## src/rtl/rgb2gray_stream.sv

```systemverilog
// Streaming RGB888 -> 8-bit BT.601 luma, 2 registered stages, 1 pixel/cycle.
// Raster counter tags the last pixel of each frame; short frames raise a sticky error.
module rgb2gray_stream #(
    parameter int WIDTH  = 320,
    parameter int HEIGHT = 240,
    parameter int R_COEF = 77,
    parameter int G_COEF = 150,
    parameter int B_COEF = 29
) (
    input  logic        i_clk,
    input  logic        i_rst,
    input  logic        i_valid,
    input  logic [23:0] i_rgb,
    input  logic        i_sof,
    output logic        o_in_ready,
    output logic        o_valid,
    output logic [7:0]  o_gray,
    output logic        o_end,
    input  logic        i_out_ready,
    output logic        o_frame_err
);

    localparam int             NPIX = WIDTH * HEIGHT;
    localparam int             CW   = (NPIX > 1) ? $clog2(NPIX) : 1;
    localparam logic [CW-1:0]  LAST = CW'(NPIX - 1);
    localparam logic [15:0]    RC   = 16'(R_COEF);
    localparam logic [15:0]    GC   = 16'(G_COEF);
    localparam logic [15:0]    BC   = 16'(B_COEF);

    logic [CW-1:0] pix_cnt;
    logic [CW-1:0] pix_idx;
    logic          pix_end;
    logic          in_xfer;
    logic          s1_load;
    logic          s2_load;

    logic          s1_vld;
    logic          s1_end;
    logic [15:0]   s1_pr;
    logic [15:0]   s1_pg;
    logic [15:0]   s1_pb;
    logic [15:0]   sum;

    logic          s2_vld;
    logic          s2_end;
    logic [7:0]    s2_gray;
    logic          frame_err;

    // Ready depends only on stage occupancy and downstream ready, never on i_valid.
    always_comb begin
        s2_load = !s2_vld || i_out_ready;
        s1_load = !s1_vld || s2_load;
        in_xfer = i_valid && s1_load;
    end

    always_comb begin
        pix_idx = i_sof ? '0 : pix_cnt;
        pix_end = (pix_idx == LAST);
    end

    // Weights sum to 256, so the rounded sum peaks at 65408 and fits 16 bits.
    assign sum = s1_pr + s1_pg + s1_pb + 16'd128;

    always_ff @(posedge i_clk or posedge i_rst) begin
        if (i_rst) begin
            pix_cnt   <= '0;
            frame_err <= 1'b0;
        end else if (in_xfer) begin
            pix_cnt <= pix_end ? '0 : pix_idx + CW'(1);
            if (i_sof && (pix_cnt != '0)) begin
                frame_err <= 1'b1;
            end
        end
    end

    always_ff @(posedge i_clk or posedge i_rst) begin
        if (i_rst) begin
            s1_vld <= 1'b0;
            s1_end <= 1'b0;
            s1_pr  <= '0;
            s1_pg  <= '0;
            s1_pb  <= '0;
        end else if (s1_load) begin
            s1_vld <= in_xfer;
            if (in_xfer) begin
                s1_end <= pix_end;
                s1_pr  <= 16'(i_rgb[23:16]) * RC;
                s1_pg  <= 16'(i_rgb[15:8])  * GC;
                s1_pb  <= 16'(i_rgb[7:0])   * BC;
            end
        end
    end

    always_ff @(posedge i_clk or posedge i_rst) begin
        if (i_rst) begin
            s2_vld  <= 1'b0;
            s2_end  <= 1'b0;
            s2_gray <= '0;
        end else if (s2_load) begin
            s2_vld <= s1_vld;
            if (s1_vld) begin
                s2_end  <= s1_end;
                s2_gray <= sum[15:8];
            end
        end
    end

    assign o_in_ready  = s1_load;
    assign o_valid     = s2_vld;
    assign o_gray      = s2_gray;
    assign o_end       = s2_end;
    assign o_frame_err = frame_err;

endmodule

```

## config.mk

```make
export PLATFORM = sky130hd
export DESIGN_NAME = rgb2gray_stream
export DESIGN_NICKNAME = d
export VERILOG_FILES = /design/src/rtl/rgb2gray_stream.sv
export SDC_FILE = /design/constraint.sdc
export NUM_CORES = 1
export LEC_CHECK = 0
export ABC_AREA = 1
export CORE_MARGIN = 2
export CORE_UTILIZATION = 50
export CTS_CLUSTER_DIAMETER = 40
export DETAILED_ROUTE_END_ITERATION = 6
export PLACE_DENSITY = 0.76
export SYNTH_ARGS = -nofsm -noshare
export SYNTH_HDL_FRONTEND = slang
export SYNTH_SLANG_ARGS = --single-unit
```

## constraint.sdc

```tcl
create_clock -name i_clk -period 3.85 [get_ports i_clk]
set_input_delay 0.77 -clock i_clk [delete_from_list [all_inputs] [get_ports i_clk]]
set_output_delay 0.77 -clock i_clk [all_outputs]
set_load 0.05 [all_outputs]
```

==> impl_metrics.csv, run 1 <==
group,metric,value,unit
place,io_buffers,40,
route,wl,16.0,mm
sta,hold_ws,478,ps
global_route,grt_pass1_vias,6212,
setup_path,worstSetupPathType,"input pin to flop",
synth,synth_top_area_cell,"dfrtp_1",
global_route,grt_overflow,0,
synth,ys_seq_area_frac,0.241,
synth,ys_types,37,
pwr,leakagePower,0.00481,uW
synth,mappedNetlistArea,7590,sq um
die,die_y,127,um
min_path,whs_path_depth,2,
die,die_width,127,um
setup_path,cp-start-kind,"input pin",
final_layout,area.growth.synth_to_final,15.8,%
global_route,grt_use_total,0.215,
route,ant_nets,0,
synth,synth.most_common_cell,"nand2_1",
route,vias_per_cell,5.07,
global_route,grt_pass1_wl,28.3,mm
clock_tree,cts_num_sinks,73,
final_layout,final_nets,1271,
clock_tree,cts_max_level,3,
global_route,antenna_found_initial,0,
route,drcViolationCount,0,
sta,fin_tns_setup,0,ps
setup_path,rr_worst_depth,12,
clock_tree,cts_hold_buf,0,
clock_tree,cts_made_buffers,9,
setup_path,arrival,3970,ps
global_route,grt_max_degree,60,
sta,fmax,271,MHz
synth,synth_edf_count,0,
run_status,status,"finished, final reports clean",
setup_path,crit_required,4130,ps
route,routedWlPerCell,12.6,um
final_layout,drive_gt1_frac,0.0877,
setup_path,critical_path.max_fanout,4,
synth,synth_seq_cells,73,
route,dr.pass1.iters,5,
sta,finalHoldViolations,0,
sta,tightest_slew,982,ps
synth,synth-async-reset-ratio,1.00,
synth,netlist.area_leader.share,0.241,
die,core,15000,sq um
die,die_area,16200,sq um
sta,fin_crit,3690,ps
sta,setup_violations,0,
clock_tree,cts_max_path_buffers,2,
synth,synth_flop_cell,"dfrtp_1",
final_layout,stdcell_count,1271,
sta,worst_clock_skew,3.92,ps
place,gp_congestion,0.893,
pwr,peakVddDrop,0.415,mV
die,start_util,0.505,
final_layout,post-route-util,0.585,
sta,rsz0062_at_grt,"false",
synth,synth.top_cells.by_count,"nand2_1, inv_1, ha_1",
clock_tree,cts_root_buf,"clkbuf_16",
job,max_cap_violations,0,
sta,fin_crit_sh,0.958,
sta,slew_headroom,0.344,
clock_tree,cts.clk_slew.worst_paths,60,ps
sta,drv_slew,0,
place,dp.cells,1255,
place,place_hpwl,12.9,mm
final_layout,diodes,0,
clock_tree,cts_tree,"built",
route,drt_iter0_markers,376,
synth,synthTopCellsByArea,"dfrtp_1, ha_1, nand2_1",
place,placed_cell_area,8460,sq um
setup_path,setup.worst_path.end_class,"flop",
clock_tree,clk_latency,340,ps
pwr,power_density,715,nW/um^2
min_path,min_path_type,"flop to flop",
synth,syn_avg_cell_area,7.60,sq um
die,fp-row-count,45,
die,io_pins,41,
final_layout,stdcell_area,8790,sq um
final_layout,fillers,1347,
synth,ys_warn_count,0,
synth,syn_inst,999,
route,vias,6442,
synth,synth_nets,1192,
state kept, by name, indices dropped and copies added (netlist names), 8 cells and up:
signal and cells:
s1_pr 15, o_gray 8, pix_cnt 17, s1_pb 13
s1_pg 15
per-stage QoR:
stage          worst slack, ps  power [uW]
3_3_place_gp              -165        5230
4_1_cts                    139        6260
2_1_floorplan              439        4180
6_report                   164        6280
3_5_place_dp              -229        5300
5_1_grt                   6.69        6990
kinds of logic after synthesis:
kind of cell | count (synthesis) | share of synthesized area
simple gates | 441 | 0.252
buf+inv | 198 | 0.103
fa+ha+maj | 164 | 0.308
compound gates | 106 | 0.0765
flops | 73 | 0.241
xor+xnor | 17 | 0.0196
worst paths after layout:
kind,start,to,slack [ps]
max in group asynchronous,i_rst,s1_pb[8],2430
min in group asynchronous,i_rst,pix_cnt[12],670
max reg2reg,s1_pr[6],o_gray[3],1140
max,i_rgb[21],s1_pr[13],160
min reg2reg,o_frame_err,o_frame_err,480
min,o_frame_err,o_frame_err,480
layer usage:
layer  up-vias  GRT usage  part of all wire
met2       104      0.361              0.46
met1      2965      0.287              0.48
met4         0     0.0562             0.018
met5         -          0                 0
li1       3355          -                 -
met3        18     0.0415             0.037
area by class of cell:
| cell class | count | area [sq um] | share of cell area |
|---|---|---|---|
| multi-input combinational | 728 | 4990 | 0.568 |
| sequential | 73 | 1830 | 0.208 |
| timing repair buffer | 83 | 723 | 0.0823 |
| inverter | 183 | 692 | 0.0787 |
| tap | 188 | 235 | 0.0268 |
| clock buffer | 9 | 225 | 0.0256 |
| clock inverter | 7 | 95.1 | 0.0108 |
critical path, cell delays in order:
cell	delay (ps)
clkdlybuf4s50_1	430
buf_4	170
ha_1	290
ha_1	300
fa_1	480
ha_1	310
ha_1	350
nand2_1	90
nand2_1	70
buf_4	140
o21ai_0	250
nand3_1	110
nand2_1	70
nand3_1	60
nand2_1	90
layout by cell type, fill, tap and decap left out, types with 9 or more instances in the layout:
master           instances
clkbuf_16                9
clkdlybuf4s50_1         40
nand2_1                255
o21ai_1                 11
dfrtp_1                 73
o21ai_0                 44
a21oi_1                 31
fa_1                    38
nand3_1                 76
ha_1                   125
inv_1                  177
xor2_1                  12
nor2_1                  60
buf_4                   43
nand4_1                 14
where the power goes:
part           total (uW)  switching (uW)  leakage, uW  internal (uW)
clock network         903             336     0.000155            567
logic                4270            2640      0.00374           1630
registers            1110             119     0.000912            988
repair_timing:
action,4_1_cts,5_1_grt
buffers inserted,0,0
setup endpoints to repair,0,9
gates resized for setup,0,8
Power figures use the tool's default switching activity.
==> run 2, diff against run 1 <==
==> constraint.sdc (replaced) <==
create_clock -name i_clk -period 3.8 [get_ports i_clk]
set_input_delay 0.76 -clock i_clk [delete_from_list [all_inputs] [get_ports i_clk]]
set_output_delay 0.76 -clock i_clk [all_outputs]
set_load 0.05 [all_outputs]
==> impl_metrics.csv, run 2 (synthesis results as in run 1) <==
group,metric,value,unit
final_layout,reg_top3,"pix_cnt x17, s1_pg x15, s1_pr x15",
die,fp-row-count,45,
clock_tree,cts_tree,"built",
pwr,intPower,3120,uW
sta,drv_slew,0,
global_route,grt_pass1_vias,6212,
clock_tree,cts-resized-gates,0,
route,vias_per_cell,5.05,
die,start_util,0.505,
route,dr.pass1.iters,5,
route,wl,16.1,mm
setup_path,cp_num_buf_inv,4,
sta,worst_clock_skew,4.92,ps
place,gp_congestion,0.891,
route,drcViolationCount,0,
die,die_width,127,um
final_layout,final_cell_mix,"nand2_1, inv_1, ha_1",
min_path,min_path_type,"flop to flop",
final_layout,largest_reg_flops,17,
pwr,power_frac_comb,0.699,
pwr,leakagePower,0.00481,uW
setup_path,critical_path.max_fanout,4,
global_route,grt_use_total,0.214,
clock_tree,cts_root_buf,"clkbuf_16",
setup_path,slowest_stage,"fa_1",
route,vias,6439,
pwr,pwr-share-seq,0.180,
pwr,total_power,6240,uW
pwr,power_density,708,nW/um^2
sta,setup_violations,0,
setup_path,setup.worst_path.end_class,"flop",
clock_tree,cts_setup_buffers,0,
sta,slew_headroom,0.433,
final_layout,post-route-util,0.586,
job,max_cap_violations,0,
route,drt_iter0_markers,379,
clock_tree,cts_made_buffers,9,
setup_path,crit_required,4000,ps
sta,rsz0062_at_grt,"false",
sta,fmax,276,MHz
clock_tree,cts.clk_slew.worst_paths,50,ps
route,ant_nets,0,
place,place_hpwl,13.0,mm
pwr,peakVddDrop,0.416,mV
sta,fin_crit_sh,0.952,
sta,fin_crit,3620,ps
place,io_buffers,40,
clock_tree,cts_num_sinks,73,
setup_path,crit_family,"adder cells",
route,routedWlPerCell,12.6,um
clock_tree,cts_max_level,3,
run_status,status,"finished, final reports clean",
global_route,grt_overflow,0,
final_layout,diodes,0,
clock_tree,cts_max_path_buffers,2,
setup_path,path_cells,"clkdlybuf4s50_1, buf_4, ha_1, ha_1, ha_1, fa_1, ha_1, buf_4, nand2_1, inv_1, a21oi_1, xor2_1, o21ai_0",
sta,tightest_slew,849,ps
die,die_y,127,um
clock_tree,clk_latency,340,ps
final_layout,regArea,1830,sq um
setup_path,arrival,3810,ps
final_layout,regMostFlops,"pix_cnt",
sta,finalHoldViolations,0,
final_layout,fillers,1360,
setup_path,slowest_delay,470,ps
global_route,grt_pass1_wl,28.2,mm
die,io_pins,41,
pwr,clkPwrFrac,0.121,
sta,fin_tns_setup,0,ps
setup_path,cp-start-kind,"input pin",
final_layout,layout_commonest_cell,"nand2_1",
setup_path,worstSetupPathType,"input pin to flop",
die,core,15000,sq um
global_route,grt_max_degree,54,
clock_tree,cts_hold_buf,0,
pwr,switchingPower,3120,uW
final_layout,drive_gt1_frac,0.0928,
setup_path,crit_top_cell,"ha_1",
final_layout,multi_input_area,5030,sq um
die,die_area,16200,sq um
final_layout,area.growth.synth_to_final,16.1,%
pwr,switching_share,0.499,
final_layout,final_nets,1276,
global_route,antenna_found_initial,0,
-- run 2: changes by cell type in the layout (fill, tap and decap cells not counted), sizes merged --
| cell | delta |
|---|---|
| clkbuf | +3 |
| bufinv | -2 |
| buf | +5 |
| clkinvlp | -1 |
-- run 2: metal layers --
| metal | part of all wire | wire length [um] | vias to the layer above | global-route usage |
|---|---|---|---|---|
| met5 | 0 | 0 | - | 0 |
| met2 | 0.47 | 7610 | 104 | 0.363 |
| li1 | - | - | 3357 | - |
| met3 | 0.033 | 529 | 14 | 0.0352 |
| met4 | 0.013 | 210 | 0 | 0.0465 |
| met1 | 0.48 | 7780 | 2964 | 0.290 |
-- run 2: area by class of cell --
class	count	share of cell area
well taps	188	0.0267
inverters	183	0.0785
clock buffers	12	0.0268
clock inverters	4	0.00227
repair buffers	88	0.0877
multi-input cells	728	0.571
flip-flops and latches	73	0.207
-- run 2: path summary, 6_finish.rpt --
kind / from / to / slack, ps / cells past startpoint
max: i_rgb[20] / s1_pr[8] / 180 / 13
min: o_frame_err / o_frame_err / 470 / 2
max reg2reg: s1_pr[6] / o_gray[3] / 1100 / 12
min reg2reg: o_frame_err / o_frame_err / 470 / 2
max in group asynchronous: i_rst / s1_pb[4] / 2190 / 3
min in group asynchronous: i_rst / pix_cnt[10] / 910 / 2
-- run 2: power groups by stage --
| stage | sequential [uW] | combinational (uW) | clock, uW |
|---|---|---|---|
| 2_1_floorplan | 1270 | 2970 | 0 |
| 6_report | 1120 | 4360 | 755 |
| 3_5_place_dp | 1140 | 4280 | 0 |
| 5_1_grt | 1150 | 5000 | 797 |
| 3_3_place_gp | 1130 | 4190 | 0 |
| 4_1_cts | 1130 | 4310 | 772 |
-- run 2: through the flow --
stage                     area, sq um  hold slack [ps]  instances  setup WS, ps
after global placement           8510              462       1260          -208
after detailed placement         8510              457       1260          -300
after CTS                        8760              482       1276          70.8
after global routing             8810              500       1276          14.9
final                            8810              469       1276           182
after floorplan                  7590              449        999           399
-- run 2: worst reg2reg max path, cell delays in order (launching register included) --
cell and delay [ps]:
dfrtp_1 350, inv_1 60, fa_1 530, inv_1 40
ha_1 290, ha_1 360, a21oi_1 340, nand2_1 90
nand2_1 60, nand3_1 70, or2_2 270, nand3_1 70
nand2_1 50
==> edit: new RTL, flow settings as in run 2 <==
Change the parameter `WIDTH` from 320 to 80.
--- a/src/rtl/rgb2gray_stream.sv
+++ b/src/rtl/rgb2gray_stream.sv
@@ -1,7 +1,7 @@
 // Streaming RGB888 -> 8-bit BT.601 luma, 2 registered stages, 1 pixel/cycle.
 // Raster counter tags the last pixel of each frame; short frames raise a sticky error.
 module rgb2gray_stream #(
-    parameter int WIDTH  = 320,
+    parameter int WIDTH  = 80,
     parameter int HEIGHT = 240,
     parameter int R_COEF = 77,
     parameter int G_COEF = 150,
Formal check against the unedited RTL: same outputs for any inputs over 4 cycles, from zero or initial values and one cycle with i_rst high; that may be too few to reach the edited logic, so the function may still have changed.
==> edit against run 2 <==
Final area shrank 2.8%. Critical path type unchanged. Largest power group unchanged. Area after synthesis down 3.3%. Die area is 3.2% lower. Global-route usage rose by 0.42 points. Worst setup slack worse by 0.042 ns. Total power fell by 2.0%. Highest routed layer unchanged. Sequential cell count decreased by 2. Synthesized cell count fell by 3.6%. Wire length decreased by 3.3%.
==> edit: results (changes against run 2) <==
Run status
• **run status** finished, final reports clean, unchanged

Detailed routing
• **detailed-routed wire length on met2** 6989 um, was 7609 um
• **drt total wl** 15600 um, was 16130 um
• **Met1 Routed Length** 7702 um, was 7776 um
• **Starting DRT DRC Count** 415, was 379

Power
• **power in the clock group** 0.000747 W, was 0.000755 W
• **maximum vdd drop** 586.2 uV, was 416.2 uV
• **power density normalized to cell area** 713.7 nW/um^2, was 708.1 nW/um^2

Worst setup path
• **stage delay of the slowest cell on the critical path** 0.52 ns, was 0.47 ns
• **Worst Path Arrival** 3.87 ns, was 3.81 ns
• **launch instance of the worst register-to-register path** s1_pr[10]$_DFFE_PP0P_, was s1_pr[6]$_DFFE_PP0P_

Finish
• **number of signal-net buffers in the layout** 86, was 88
• **sequential cell area share** 20.74%, was 20.73%
• **largest registers in the final layout** pix_cnt x15, s1_pg x15, s1_pr x15, was pix_cnt x17, s1_pg x15, s1_pr x15
• **proportion of cell area spent on the clock network** 2.950%, was 2.911%
• **fraction of final layout cells sized beyond drive strength 1** 8.270%, was 9.283%
• **final-layout clock buffer total** 15, was 12
• **count of filler cells inserted in the layout** 1333, was 1360
• **signal buffers share of area** 8.849%, was 8.775%
• **Logic inverters** 176, was 183

Logic synthesis
• **net count after synthesis** 1156, was 1192
• **xor/xnor cell area share of the yosys netlist** 1.432%, was 1.962%
• **complex-gate fraction of the synthesized area** 7.947%, was 7.649%
• **top cells by area, synth** dfrtp_1 24%, ha_1 21%, nand2_1 12%, was dfrtp_1 24%, ha_1 21%, nand2_1 13%
• **sequential element share of the synthesized area** 24.22%, was 24.07%
• **Netlist cell types** 33, was 37

Placed design
• **DP HPWL** 12600 um, was 13000 um
• **post-placement cell area** 8260 sq um, was 8508 sq um

Global routing
• **number of global-route vias before repair** 6250, was 6212
• **met1 Usage GRT** 29.95%, was 28.97%
• **global routing usage on met2** 35.29%, was 36.34%
• **maximum number of pins on one net before global-route repair** 64, was 54
• **first-pass GRT wire length** 28330 um, was 28210 um

Timing
• **worst slack on hold paths** 0.4567 ns, was 0.4690 ns
• **Tightest Pin Transition** 0.6841 ns, was 0.8489 ns

==> edit: cell count changes after synthesis, moves of 3 or more <==
cell,delta
nand3_1,-8
nor3_1,+3
nor2_4,-3
nand2_2,-5
clkbuf_1,-5
xor2_1,-4
buf_2,+5
nand2_1,-12
nor3_2,-3
inv_1,-6
==> edit: cell families (layout without fill, tap and decap cells) <==
group,count (synthesis),after routing
buf+inv,189,278
flops,71,71
simple gates,421,421
fa+ha+maj,164,164
compound gates,106,106
xor+xnor,12,12
==> edit: metrics by stage <==
stage | setup TNS, ns | cells | utilization [%] | setup WS [ns]
after floorplan | 0 | 963 | - | 0.3183
after global placement | -2.351 | 1220 | 57.27 | -0.2340
after detailed placement | -3.903 | 1220 | 57.27 | -0.2573
after CTS | 0 | 1236 | 59.02 | 0.1050
after global routing | -0.07706 | 1236 | 59.40 | -0.03257
final | 0 | 1236 | 59.40 | 0.1400
